File: src/rtl/cam_pkg.sv
`default_nettype none
// ============================================================================
// cam_pkg : shared types and constants for the DVP camera capture engine
// Rev 1.0
// ============================================================================
package cam_pkg;

  typedef enum logic [1:0] {
    ST_IDLE    = 2'd0,
    ST_WAIT_VS = 2'd1,
    ST_CAPTURE = 2'd2
  } cam_state_e;

  localparam int IMG_W_DEF = 320;
  localparam int IMG_H_DEF = 240;
  localparam int FRAME_PIX = IMG_W_DEF * IMG_H_DEF;

  // First sensor byte of a pixel lands in the upper bits of dout.
  localparam bit MSB_FIRST = 1'b1;

  function automatic int frame_pix(input int w, input int h);
    return w * h;
  endfunction

endpackage
`default_nettype wire

File: src/rtl/cam_sync_edge.sv
`default_nettype none
// ============================================================================
// cam_sync_edge : registers a level and flags its rising/falling transitions
// Rev 1.0
// ============================================================================
module cam_sync_edge (
  input  logic clk,
  input  logic rst_n,
  input  logic din,
  output logic rise,
  output logic fall
);

  logic din_q;
  logic din_d;

  assign din_d = din;

  always_ff @(posedge clk or negedge rst_n) begin
    if (!rst_n) din_q <= 1'b0;
    else        din_q <= din_d;
  end

  assign rise = din & ~din_q;
  assign fall = ~din & din_q;

endmodule
`default_nettype wire

File: src/rtl/cam_capture_ctrl.sv
`default_nettype none
// ============================================================================
// cam_capture_ctrl : DVP sensor capture, pixel assembly and linear addressing
// Rev 1.0
// ============================================================================
module cam_capture_ctrl
  import cam_pkg::*;
#(
  parameter int IMG_W         = IMG_W_DEF,
  parameter int IMG_H         = IMG_H_DEF,
  parameter int BYTES_PER_PIX = 2,
  parameter int ADDR_W        = 17,
  parameter bit VSYNC_POL     = 1'b1
) (
  input  logic                       pclk,
  input  logic                       rst_n,
  input  logic                       cap_start,
  input  logic                       cap_mode,
  input  logic                       vsync,
  input  logic                       href,
  input  logic [7:0]                 d,
  output logic                       we,
  output logic [ADDR_W-1:0]          addr,
  output logic [8*BYTES_PER_PIX-1:0] dout,
  output logic                       busy,
  output logic                       frame_done,
  output logic [7:0]                 frame_cnt,
  output logic                       line_err,
  output logic                       short_err
);

  localparam int   FRAME_PIXELS = frame_pix(IMG_W, IMG_H);
  localparam int   DW           = 8 * BYTES_PER_PIX;
  localparam int   COL_W        = $clog2(IMG_W + 1);
  localparam int   LINE_W       = $clog2(IMG_H + 1);
  localparam logic PH_LAST      = 1'(BYTES_PER_PIX - 1);

  cam_state_e state_q, state_d;

  logic vs, vs_rise, vs_fall;
  logic href_rise, href_fall;
  logic busy_w, cap_begin_w, cap_end_w;

  logic              we_q, we_d;
  logic [ADDR_W-1:0] addr_q, addr_d;
  logic [DW-1:0]     dout_q, dout_d;
  logic              frame_done_q, frame_done_d;
  logic [7:0]        frame_cnt_q, frame_cnt_d;
  logic              line_err_q, line_err_d;
  logic              short_err_q, short_err_d;
  logic [COL_W-1:0]  col_q, col_d;
  logic [LINE_W-1:0] line_q, line_d;
  logic [ADDR_W-1:0] line_base_q, line_base_d;
  logic              line_wrote_q, line_wrote_d;
  logic              phase_q, phase_d;
  logic [7:0]        byte_q, byte_d;
  logic              phase_w;
  logic [15:0]       lat_w;
  logic [DW-1:0]     pix_w;

  assign vs = (vsync == VSYNC_POL);

  cam_sync_edge u_vs_edge (
    .clk   (pclk),
    .rst_n (rst_n),
    .din   (vs),
    .rise  (vs_rise),
    .fall  (vs_fall)
  );

  cam_sync_edge u_href_edge (
    .clk   (pclk),
    .rst_n (rst_n),
    .din   (href),
    .rise  (href_rise),
    .fall  (href_fall)
  );

  // Pending byte plus the byte on the bus form the 16-bit assembly latch.
  assign lat_w = {byte_q, d};

  generate
    if (BYTES_PER_PIX == 2) begin : g_pix16
      assign pix_w = MSB_FIRST ? lat_w : {lat_w[7:0], lat_w[15:8]};
    end else begin : g_pix8
      assign pix_w = lat_w[7:0];
    end
  endgenerate

  always_ff @(posedge pclk or negedge rst_n) begin
    if (!rst_n) state_q <= ST_IDLE;
    else        state_q <= state_d;
  end

  always_comb begin
    state_d = state_q;
    case (state_q)
      ST_IDLE:    if (cap_start) state_d = ST_WAIT_VS;
      ST_WAIT_VS: if (vs_fall)   state_d = ST_CAPTURE;
      ST_CAPTURE: if (vs_rise)   state_d = cap_mode ? ST_WAIT_VS : ST_IDLE;
      default:                   state_d = ST_IDLE;
    endcase
  end

  always_comb begin
    busy_w      = 1'b0;
    cap_begin_w = 1'b0;
    cap_end_w   = 1'b0;
    case (state_q)
      ST_WAIT_VS: begin
        busy_w      = 1'b1;
        cap_begin_w = vs_fall;
      end
      ST_CAPTURE: begin
        busy_w    = 1'b1;
        cap_end_w = vs_rise;
      end
      default: ;
    endcase
  end

  always_comb begin
    we_d         = 1'b0;
    addr_d       = addr_q;
    dout_d       = dout_q;
    frame_done_d = 1'b0;
    frame_cnt_d  = frame_cnt_q;
    line_err_d   = line_err_q;
    short_err_d  = short_err_q;
    col_d        = col_q;
    line_d       = line_q;
    line_base_d  = line_base_q;
    line_wrote_d = line_wrote_q;
    phase_d      = phase_q;
    byte_d       = byte_q;
    phase_w      = phase_q;

    if (cap_begin_w) begin
      addr_d       = '0;
      line_err_d   = 1'b0;
      short_err_d  = 1'b0;
      col_d        = '0;
      line_d       = '0;
      line_base_d  = '0;
      line_wrote_d = 1'b0;
      phase_d      = 1'b0;
    end else if (state_q == ST_CAPTURE) begin
      if (href) begin
        phase_w = href_rise ? 1'b0 : phase_q;
        byte_d  = d;
        if (phase_w == PH_LAST) begin
          phase_d = 1'b0;
          if (line_q >= LINE_W'(IMG_H) || col_q >= COL_W'(IMG_W)) begin
            line_err_d = 1'b1;
          end else begin
            we_d         = 1'b1;
            dout_d       = pix_w;
            addr_d       = line_base_q + ADDR_W'(col_q);
            col_d        = col_q + 1'b1;
            line_wrote_d = 1'b1;
          end
        end else begin
          phase_d = phase_w + 1'b1;
        end
      end else if (href_fall) begin
        if (phase_q != 1'b0) line_err_d = 1'b1;
        phase_d      = 1'b0;
        col_d        = '0;
        line_wrote_d = 1'b0;
        if (line_wrote_q) begin
          line_d      = line_q + 1'b1;
          line_base_d = line_base_q + ADDR_W'(IMG_W);
        end
      end

      // Uses line_d so a line closing on the frame-end edge still counts.
      if (cap_end_w) begin
        frame_done_d = 1'b1;
        frame_cnt_d  = frame_cnt_q + 8'd1;
        if (line_d < LINE_W'(IMG_H)) short_err_d = 1'b1;
      end
    end
  end

  always_ff @(posedge pclk or negedge rst_n) begin
    if (!rst_n) begin
      we_q         <= 1'b0;
      addr_q       <= '0;
      dout_q       <= '0;
      frame_done_q <= 1'b0;
      frame_cnt_q  <= 8'd0;
      line_err_q   <= 1'b0;
      short_err_q  <= 1'b0;
      col_q        <= '0;
      line_q       <= '0;
      line_base_q  <= '0;
      line_wrote_q <= 1'b0;
      phase_q      <= 1'b0;
      byte_q       <= 8'd0;
    end else begin
      we_q         <= we_d;
      addr_q       <= addr_d;
      dout_q       <= dout_d;
      frame_done_q <= frame_done_d;
      frame_cnt_q  <= frame_cnt_d;
      line_err_q   <= line_err_d;
      short_err_q  <= short_err_d;
      col_q        <= col_d;
      line_q       <= line_d;
      line_base_q  <= line_base_d;
      line_wrote_q <= line_wrote_d;
      phase_q      <= phase_d;
      byte_q       <= byte_d;
    end
  end

  assign we         = we_q;
  assign addr       = addr_q;
  assign dout       = dout_q;
  assign busy       = busy_w;
  assign frame_done = frame_done_q;
  assign frame_cnt  = frame_cnt_q;
  assign line_err   = line_err_q;
  assign short_err  = short_err_q;

  // The address range must cover every pixel of the frame.
  generate
    if ((2 ** ADDR_W) < FRAME_PIXELS) begin : g_addr_too_narrow
      logic addr_w_too_small;
      assign addr_w_too_small = 1'b1;
    end
  endgenerate

endmodule
`default_nettype wire
File: config.mk
export PLATFORM = sky130hd
export DESIGN_NAME = cam_capture_ctrl
export DESIGN_NICKNAME = d
export VERILOG_FILES = /design/src/rtl/cam_pkg.sv /design/src/rtl/cam_sync_edge.sv /design/src/rtl/cam_capture_ctrl.sv
export SDC_FILE = /design/constraint.sdc
export NUM_CORES = 1
export LEC_CHECK = 0
export CORE_MARGIN = 5
export CORE_UTILIZATION = 60
export CTS_BUF_LIST = sky130_fd_sc_hd__clkbuf_8
export CTS_CLUSTER_DIAMETER = 60
export DETAILED_ROUTE_END_ITERATION = 6
export PLACE_DENSITY = 0.95
export SYNTH_ARGS = -nofsm -noshare
export SYNTH_HDL_FRONTEND = slang
export SYNTH_SLANG_ARGS = --single-unit
export TNS_END_PERCENT = 30
File: constraint.sdc
create_clock -name pclk -period 3.95 [get_ports pclk]
set_clock_uncertainty 0.1 [all_clocks]
set_input_delay 0.79 -clock pclk [delete_from_list [all_inputs] [get_ports pclk]]
set_output_delay 0.79 -clock pclk [all_outputs]
set_load 0.02 [all_outputs]
# Yosys cells after proc, flatten, opt, wreduce, memory -nomap -nowiden
# Index checks and enable logic that the tools add are counted.
[word_totals]
ff_bits = 93
in_bits = 14
out_inout_bits = 46
wordCells = 128
[classes]
addsub = 6
n_lt_le_gt_ge = 3
n_eq_ne = 10
mux = 61
bitwise = 10
n_reduce_logical = 22
[ops]
columns = ["cell", "n"]
rows = [
  ["$mux 17", 10],
  ["$mux 8", 7],
  ["$mux 9", 6],
  ["$mux 1", 34],
  ["$add 17x9->17", 1],
  ["$add 17x9->17 const B", 1],
  ["$add 8x1->8 const B", 2],
  ["$reduce_bool 2->1", 7],
  ["$reduce_and 3->1", 4],
  ["$reduce_and 4->1", 3],
  ["$reduce_and 5->1", 2],
  ["$add 9x1->9 const B", 1],
  ["$ge 9x9->1 const B", 1],
  ["$ge 8x8->1 const B", 1],
  ["$lt 8x8->1 const B", 1],
  ["$ne 2x2->1 const B", 4],
  ["$mux 2", 3],
  ["$ne 3x1->1 const B", 2],
  ["$not 1->1", 6],
  ["$pmux 2 s3", 1],
  ["$reduce_bool 3->1", 2],
  ["$and 1x1->1", 4],
  ["$ne 3x3->1 const B", 1],
  ["$eq 2x1->1 const B", 1],
  ["7 further kinds", 7],
]

# Depth between registers and ports, before layout
# Gate-level depths: netlist (run 1).
[depth]
word_depth = 11
depth_mapped = 10
mapped_depth_nobuf = 8

# Modules after synthesis
# Synthesis (run 1) repeated with hierarchy kept, for this count alone.
[hier_totals]
hier_cells = 371
area_unflattened_um2 = 4136.5
[by_module_without_submodules]
columns = ["mod", "n_inst", "cells_each", "area_each_um2", "seq_area_each_um2"]
rows = [
  ["cam_capture_ctrl", 1, 365, 4056.4, 2127.0],
  ["cam_sync_edge", 2, 3, 40.0, 25.0],
]

# Worst setup path after synthesis (run 1)
# Ideal clock, no wire load.
[synth_path]
path_kind = "input to register"
startpoint = "input port vsync"
endpoint = "register line_base_q[13]"
setup_ps = 78
arrival_time_ps = 1854
required_ps = 3772
setup_slack_ps = 1918
path_stages = 4
n_path_buf = 0
path_cell_list = "nand3b_1 -> a211o_1 -> or3_1 -> a21oi_1"
[synth_between]
elab_chain_cells = 5
word_cells_on_any_way = 9
cone_classes = "eq/ne: 1; mux: 2; bitwise: 2; reduce/logical: 4"
[synth_rtl]
columns = ["item", "line", "rtl"]
rows = [
  ["from (decl)", "cam_capture_ctrl.sv:19", "input logic vsync,"],
  ["$not 1->1 (*)", "cam_sync_edge.sv:25", "assign fall = ~din & din_q;"],
  ["$and 1x1->1 (*)", "cam_sync_edge.sv:25", ""],
  ["$mux 1 (*)", "cam_capture_ctrl.sv:109", "case (state_q)"],
  ["$ne 2x1->1 (no line) or $reduce_bool 2->1 (tied branches)", "--", ""],
  ["$reduce_and 4->1 (no line)", "--", ""],
  ["to (signal assigned)", "cam_capture_ctrl.sv:210", "line_base_q <= line_base_d;"],
  ["to (decl)", "cam_capture_ctrl.sv:53", "logic [ADDR_W-1:0] line_base_q, line_base_d;"],
]
# Every way passes the cells marked *; elsewhere a longest branch is shown, timed or not.
# A chain may end at the register's enable or synchronous reset.

# Final worst setup path (run 1)
[layout_path]
startpoint = "input port href"
endpoint = "register addr_q[12], in the netlist addr[12]"
[layout_between]
elab_chain_cells = 4
word_cells_on_any_way = 5
cone_classes = "mux: 1; bitwise: 1; reduce/logical: 3"
[layout_rtl]
columns = ["item", "line", "rtl"]
rows = [
  ["from (decl)", "cam_capture_ctrl.sv:20", "input logic href,"],
  ["$and 1x1->1", "cam_sync_edge.sv:24", "assign rise = din & ~din_q;"],
  ["$mux 1", "cam_capture_ctrl.sv:149", "phase_w = href_rise ? 1'b0 : phase_q;"],
  ["$reduce_bool 2->1 (no line)", "--", ""],
  ["$reduce_and 4->1 (no line) (*)", "--", ""],
  ["to (signal assigned)", "cam_capture_ctrl.sv:202", "addr_q <= addr_d;"],
  ["to (decl)", "cam_capture_ctrl.sv:45", "logic [ADDR_W-1:0] addr_q, addr_d;"],
]
# Marked as above.

==> out/results.env, run 1 <==
FINAL-SEQ-AREA_MM2=0.002177
SLOWEST_STAGE='clkdlybuf4s50_1'
SYNTH_FF_TYPE='dfrtp_1'
DRT-INITIAL-DRC-COUNT=195
TRITONCTS.NUM_BUFFERS=9
GRT_BUSIEST_LAYER='met2'
WORSTPATHREQUIRED_NS=4.14
VIASPERCELL=5.901
SEQ_POWER_SHARE=0.476
TRITONCTS='yes'
SLEW_VIOLATIONS=0
LAYOUT_MIN_CYCLE_TIME_NS=2.772
P_LEAK_nW=2.254
FINAL_WORST_PATH_PERIOD_SHARE=0.7018
CLK_TRANSITION_REPORTED_PATHS_NS=0.08
GLOBALROUTEMET3UTIL=0.05250
STATUS='finished clean'
FINALNETCOUNT=457
BIGGEST_FANOUT_ALONG_THE_WORST_TIMING_PATH=18
POSTROUTEWIRELENGTH_UM=9252
SYN_TO_FINAL_GROWTH_PCT=21.47
OVERALL_DIE_AREA_MM2=0.008472
FINAL_LAYOUT_SIZE_SUFFIX_GT1_FRAC=0.1083
TIMING.MAX_SLEW.REL_SLACK=0.2781
LAYOUT_COMMON_CELLS='dfrtp_1 (87), clkdlybuf4s50_1 (58), nand2_1 (33)'
FLOORPLAN.DIE.WIDTH_UM=92.05
POST-CTS-SETUP-BUFFERS=0
SYNTH-EDFF-COUNT=0
DRC_ERRORS=0
GLOBALROUTE.TOTALOVERFLOW=0
SYNTH_SEQUENTIAL_AREA_RATIO=0.5390
CRITICAL_PATH.MAX_STAGE_DELAY_NS=0.61
WORST_SLEW_PIN_SLEW_NS=1.083
MIN_PATH_CELLS=2
GRT_ANTENNA_BEFORE_REPAIR=0
BOUNDARYPINS=60
START_UTIL=0.6045
NUM_ROWS=30
SYNTH-SEQ-CELLS=87
ROUTE.VIAS.TOTAL=3033
GR-USAGE-MET1=0.2839
CRIT_PATH_END_KIND='flip-flop'
P_COMB_FRAC=0.250
SYNTHESIS.AREA_PER_INSTANCE_UM2=10.95
SYNTH.DISTINCT_CELLS=42
CELL_INTERNAL_PWR_mW=1.629
ANT_NETS=0
PLACE.DETAILED.HPWL_UM=6452
CAP_VIOLATIONS=0
CP_DATA_ARRIVAL_TIME_NS=2.96
POSTSYNTHCELLCOUNT=369
CRIT_CHAIN='clkdlybuf4s50_1, and4_1, and3_1, nand2_4, or4_1, nand3_1'
MULTIINPUTGATEAREA_MM2=0.001765
CTSLONGESTPATHBUFFERS=2
GLOBALROUTEMET2UTIL=0.4015
WORST_MIN_DELAY_PATH_CLASS='reg -> reg'
GRT_SETUP_UNREPAIRED='no'
CLOCK_POWER_SHARE=0.274
CTS.HOLD.BUFFERS_ADDED=0
YOSYS_WARNINGS=0
ANTENNA-DIODE-COUNT=0
FINALHOLDVIOLCOUNT=0
VIA_COUNT_OF_THE_FIRST_GLOBAL_ROUTING_PASS=3060
SETUP_VIOLATIONS=0
TIMING.HOLD.WS_NS=0.3873
CTSHTREEMAXLEVEL=3
ROUTABILITYCONGESTION=0.8514
FIN_TNS_SETUP_NS=0
POST_SYNTH_INSTANCE_AREA_MM2=0.004039
IR_DROP_uV=269.1
MAX_CLOCK_FREQ_GHz=0.3608
LAYOUT.CELLS.MOST_COMMON='dfrtp_1'
GRT_PASS1_WL_UM=15300
PLACEMENT.IO_BUFFERS=59
FILLERINSTANCES=417
SYNTH-ASYNC-RESET-RATIO=1.000
GLOBAL_ROUTE.USAGE.TOTAL=0.2308
DRT_PRE_ANTENNA_ITERS=4
DIE_Y_UM=92.05
SWITCHING_SHARE=0.3176
CELL_DEPTH_OF_THE_WORST_FLOP_TO_FLOP_PATH=7
POWER.DENSITY_CELL_AREA_mW_PER_MM2=486.7
SYNTH_NETS=397
POWER.NET_SWITCHING_mW=0.7584
STANDARD_CELL_CORE_AREA_MM2=0.006681
WL_PER_CELL_UM=18.00
CTSROOTBUFFERMASTER='clkbuf_8'
SOURCE_TO_SINK_CLOCK_DELAY_AT_THE_LATER_PIN_OF_THE_WORST_SKEW_PAIR_NS=0.36
TRITONCTS_NUM_SINKS=87
CTS_RESIZED=0
MAXIMUM_NUMBER_OF_PINS_ON_ONE_NET_BEFORE_GLOBAL_ROUTE_REPAIR=88
SETUP.WORST_PATH.START_CLASS='primary input'
CRITPATHKIND='in -> reg'
==> synthesized netlist by cell type, drive strengths merged (2+ instances only) <==
cell	count	share of area
and4	6	0.013
inv	9	0.0084
o21ai	25	0.031
a21oi	20	0.025
o22ai	4	0.0062
nand4b	2	0.0043
buf	6	0.0081
nor2	30	0.028
clkbuf	8	0.0074
or3	6	0.0093
nand3	12	0.015
a211o	2	0.0043
a22o	7	0.015
nor3	5	0.0062
nor2b	4	0.0062
mux2	24	0.067
o2111ai	2	0.0043
dfrtp	87	0.54
a41oi	2	0.0043
nand3b	3	0.0056
nand2	34	0.033
and3	5	0.0077
xor2	16	0.035
nand4	3	0.0046
xnor2	18	0.039
ha	14	0.043
mux2i	3	0.0074
==> per-layer routing <==
| metal | vias to the layer above | wire length [um] |
|---|---|---|
| li1 | 1412 | - |
| met4 | 0 | 225 |
| met2 | 104 | 4959 |
| met3 | 20 | 447 |
| met1 | 1497 | 3619 |
| met5 | - | 0 |
==> power groups by stage <==
| stage | combinational, mW | clock, mW | sequential [mW] |
|---|---|---|---|
| final | 0.597 | 0.654 | 1.14 |
| after global routing | 0.648 | 0.699 | 1.15 |
| after CTS | 0.603 | 0.662 | 1.13 |
| after detailed placement | 0.598 | 0 | 1.15 |
| after global placement | 0.568 | 0 | 1.13 |
| after floorplan | 0.245 | 0 | 1.21 |
==> sequential cells by signal (all words and copies together) (netlist names), 2 cells and up <==
register / cells
addr: 17
byte_q: 8
col_q: 9
dout: 16
frame_cnt: 8
line_base_q: 11
line_q: 8
state_q: 2
==> critical path: cells and delay by family <==
family	cells	cell delay (ns)
AND/OR/NAND/NOR	5	1.55
buffers and inverters	1	0.61
==> through the flow <==
| step | power (mW) | setup slack, ns | utilization | instances | area [um2] |
|---|---|---|---|---|---|
| 6_report | 2.388 | 1.178 | 0.7343 | 514 | 4906 |
| 3_3_place_gp | 1.694 | 0.9457 | 0.7026 | 498 | 4695 |
| 4_1_cts | 2.397 | 1.209 | 0.7343 | 514 | 4906 |
| 3_5_place_dp | 1.745 | 0.8434 | 0.7026 | 498 | 4695 |
| 2_1_floorplan | 1.452 | 1.918 | - | 369 | 4039 |
| 5_1_grt | 2.497 | 1.049 | 0.7343 | 514 | 4906 |
==> cell families (layout without fill, tap and decap cells) <==
group                      after synthesis  in the layout  synth area share
and+or+nand+nor                        115            115            0.1422
muxes                                   27             27           0.07435
xor gates and xnor gates                34             34           0.07373
DFF                                     87             87            0.5390
other                                    1              1         0.0009285
buffers and inverters                   23             88           0.02385
AOI/OAI and AO/OA                       68             68            0.1025
adders and majority gates               14             14           0.04337
==> worst paths after layout <==
kind / start / endpoint / slack (ns)
max: href / addr[12] / 1.18
min: addr[0] / addr[0] / 0.39
max reg2reg: state_q[0] / addr[12] / 1.49
min reg2reg: addr[0] / addr[0] / 0.39
max in group asynchronous: rst_n / addr[2] / 2.53
min in group asynchronous: rst_n / line_base_q[14] / 0.50
==> area by class of cell <==
cell class,count,area share
clock buffer,10,0.02805
clock inverter,6,0.01505
inverter,9,0.006886
multi-input combinational,259,0.3599
sequential,87,0.4438
tap,80,0.02040
timing repair buffer,63,0.1260
No activity file was read; power rests on OpenSTA's default activity.
==> run 2: changes to the inputs <==
--- a/config.mk
+++ b/config.mk
@@ -6,11 +6,11 @@
 export NUM_CORES = 1
 export LEC_CHECK = 0
 export CORE_MARGIN = 5
-export CORE_UTILIZATION = 60
+export CORE_UTILIZATION = 56
 export CTS_BUF_LIST = sky130_fd_sc_hd__clkbuf_8
 export CTS_CLUSTER_DIAMETER = 60
 export DETAILED_ROUTE_END_ITERATION = 6
-export PLACE_DENSITY = 0.95
+export PLACE_DENSITY = 0.93
 export SYNTH_ARGS = -nofsm -noshare
 export SYNTH_HDL_FRONTEND = slang
 export SYNTH_SLANG_ARGS = --single-unit
==> constraint.sdc (replaced) <==
create_clock -name pclk -period 2.7 [get_ports pclk]
set_clock_uncertainty 0.1 [all_clocks]
set_input_delay 0.54 -clock pclk [delete_from_list [all_inputs] [get_ports pclk]]
set_output_delay 0.54 -clock pclk [all_outputs]
set_load 0.02 [all_outputs]
==> run 2 against run 1 <==
- via count down 0.53%
- critical path depth up 1
- combinational power up 45%
- non-clock buffer count rose by 3
- flip-flop and latch count unchanged
- first-iteration DRC count rose by 9.2%
- global-route usage decreased by 1.1 points
- cell count increased by 4.3%
- clock power is 48% higher
- critical endpoint is now addr[14]
==> out/results.env, run 2 (synthesis gave the netlist of run 1 again) <==
LAYOUT_MIN_CYCLE_TIME_NS=2.401
ANTENNA-DIODE-COUNT=0
TIMING.HOLD.WS_NS=0.03372
CRIT_CHAIN='inv_1, ha_1, and4_1, and3_1, nor2_1, nand2_1, o21ai_0'
DRT-INITIAL-DRC-COUNT=213
NUM_ROWS=31
FINALNETCOUNT=460
MAX_CLOCK_FREQ_GHz=0.4165
CTSLONGESTPATHBUFFERS=2
P_LEAK_nW=2.270
ROUTABILITYCONGESTION=0.8175
FINAL.SETUP.WORST_SLACK_NS=0.2990
IR_DROP_uV=271.7
FLOORPLAN.DIE.WIDTH_UM=94.93
OVERALL_DIE_AREA_MM2=0.009011
FINAL_LAYOUT_SIZE_SUFFIX_GT1_FRAC=0.1144
DIE_Y_UM=94.93
CTSROOTBUFFERMASTER='clkbuf_8'
START_UTIL=0.5659
GRT_SETUP_UNREPAIRED='no'
FINAL_STD_CELL_AREA_NO_FILL_MM2=0.004966
FIN_TNS_SETUP_NS=0
TIMING.MAX_SLEW.REL_SLACK=0.3346
FINAL_CELLS=536
FINAL_WORST_PATH_PERIOD_SHARE=0.8892
SLOWEST_STAGE='nor2_1'
SYN_TO_FINAL_GROWTH_PCT=22.96
CRITICAL_PATH.MAX_STAGE_DELAY_NS=0.77
CAP_VIOLATIONS=0
PLACE.DETAILED.HPWL_UM=6487
STANDARD_CELL_CORE_AREA_MM2=0.007137
TRITONCTS.NUM_BUFFERS=9
WL_PER_CELL_UM=17.44
BOUNDARYPINS=60
POST-CTS-SETUP-BUFFERS=0
DRC_ERRORS=0
SETUP.WORST_PATH.START_CLASS='flip-flop'
GRT_PASS1_WL_UM=15260
DETAILED_PLACE.AREA_MM2=0.004753
FILLERINSTANCES=493
DRT_PRE_ANTENNA_ITERS=4
GRT_ANTENNA_BEFORE_REPAIR=0
WORSTPATHREQUIRED_NS=2.89
CRITPATHKIND='reg -> reg'
CP_DATA_ARRIVAL_TIME_NS=2.59
SETUP_VIOLATIONS=0
PLACEMENT.IO_BUFFERS=59
VIA_COUNT_OF_THE_FIRST_GLOBAL_ROUTING_PASS=3205
POWER.DENSITY_CELL_AREA_mW_PER_MM2=701.2
ROUTE.VIAS.TOTAL=3017
WORST_SLEW_PIN_SLEW_NS=0.9944
STATUS='finished clean'
POWER_mW=3.482
LAYOUT.CELLS.MOST_COMMON='dfrtp_1'
WORST_MIN_DELAY_PATH_CLASS='in -> async'
ANT_NETS=0
MAXIMUM_NUMBER_OF_PINS_ON_ONE_NET_BEFORE_GLOBAL_ROUTE_REPAIR=50
DP_CELLS=520
TRITONCTS='yes'
CTS_RESIZED=0
CTS.HOLD.BUFFERS_ADDED=0
CTSHTREEMAXLEVEL=3
TRITONCTS_NUM_SINKS=87
SLEW_VIOLATIONS=0
CLK_TRANSITION_REPORTED_PATHS_NS=0.10
VIASPERCELL=5.629
GLOBAL_ROUTE.USAGE.TOTAL=0.2200
PRECTSSETUPSLACK_NS=-0.02855
GLOBALROUTE.TOTALOVERFLOW=0
CELL_DEPTH_OF_THE_WORST_FLOP_TO_FLOP_PATH=7
CRIT_PATH_END_KIND='flip-flop'
LAYOUT_COMMON_CELLS='dfrtp_1 (87), clkdlybuf4s50_1 (58), nand2_1 (33)'
FINALHOLDVIOLCOUNT=0
SOURCE_TO_SINK_CLOCK_DELAY_AT_THE_LATER_PIN_OF_THE_WORST_SKEW_PAIR_NS=0.37
UTILIZATION=0.6958
LARGEST_REGISTER_FFS=17
POSTROUTEWIRELENGTH_UM=9347
BIGGEST_FANOUT_ALONG_THE_WORST_TIMING_PATH=14
run 2: final timing paths:
path	from	to	slack, ns
worst max-delay path	state_q[0]	addr[14]	0.30
worst min-delay path	rst_n	addr[16]	0.03
worst max register to register	state_q[0]	addr[14]	0.30
worst min register to register	frame_cnt[7]	frame_cnt[7]	0.37
max in group asynchronous	rst_n	dout[8]	1.84
min in group pclk	frame_cnt[7]	frame_cnt[7]	0.37
run 2: area by class of cell:
| class | count | area (um2) | area share |
|---|---|---|---|
| clock inverter | 7 | 88.84 | 0.01789 |
| clock buffer | 9 | 123.9 | 0.02494 |
| timing repair buffer | 66 | 653.1 | 0.1315 |
| multi-input combinational | 259 | 1765 | 0.3555 |
| sequential | 87 | 2177 | 0.4384 |
| tap | 99 | 123.9 | 0.02494 |
| inverter | 9 | 33.78 | 0.006803 |
run 2: critical path, delay by kind of cell, from the launching register on:
family | cells | cell delay [ns]
adders and majority gates | 1 | 0.25
buffers and inverters | 1 | 0.10
and+or+nand+nor | 4 | 1.36
AOI/OAI and AO/OA | 1 | 0.12
DFF | 1 | 0.40
run 2: metal layers:
metal	share of wire	vias up	GRT usage
li1	-	1414	-
met1	0.40	1506	0.2575
met2	0.54	82	0.3993
met3	0.040	15	0.02948
met4	0.020	0	0.09856
met5	0	-	0
run 2: report_power, final:
part | total, mW | internal [mW] | leakage (nW) | switching (mW)
logic | 0.865 | 0.417 | 0.980 | 0.448
clock network | 0.971 | 0.450 | 0.105 | 0.521
registers | 1.65 | 1.50 | 1.18 | 0.146
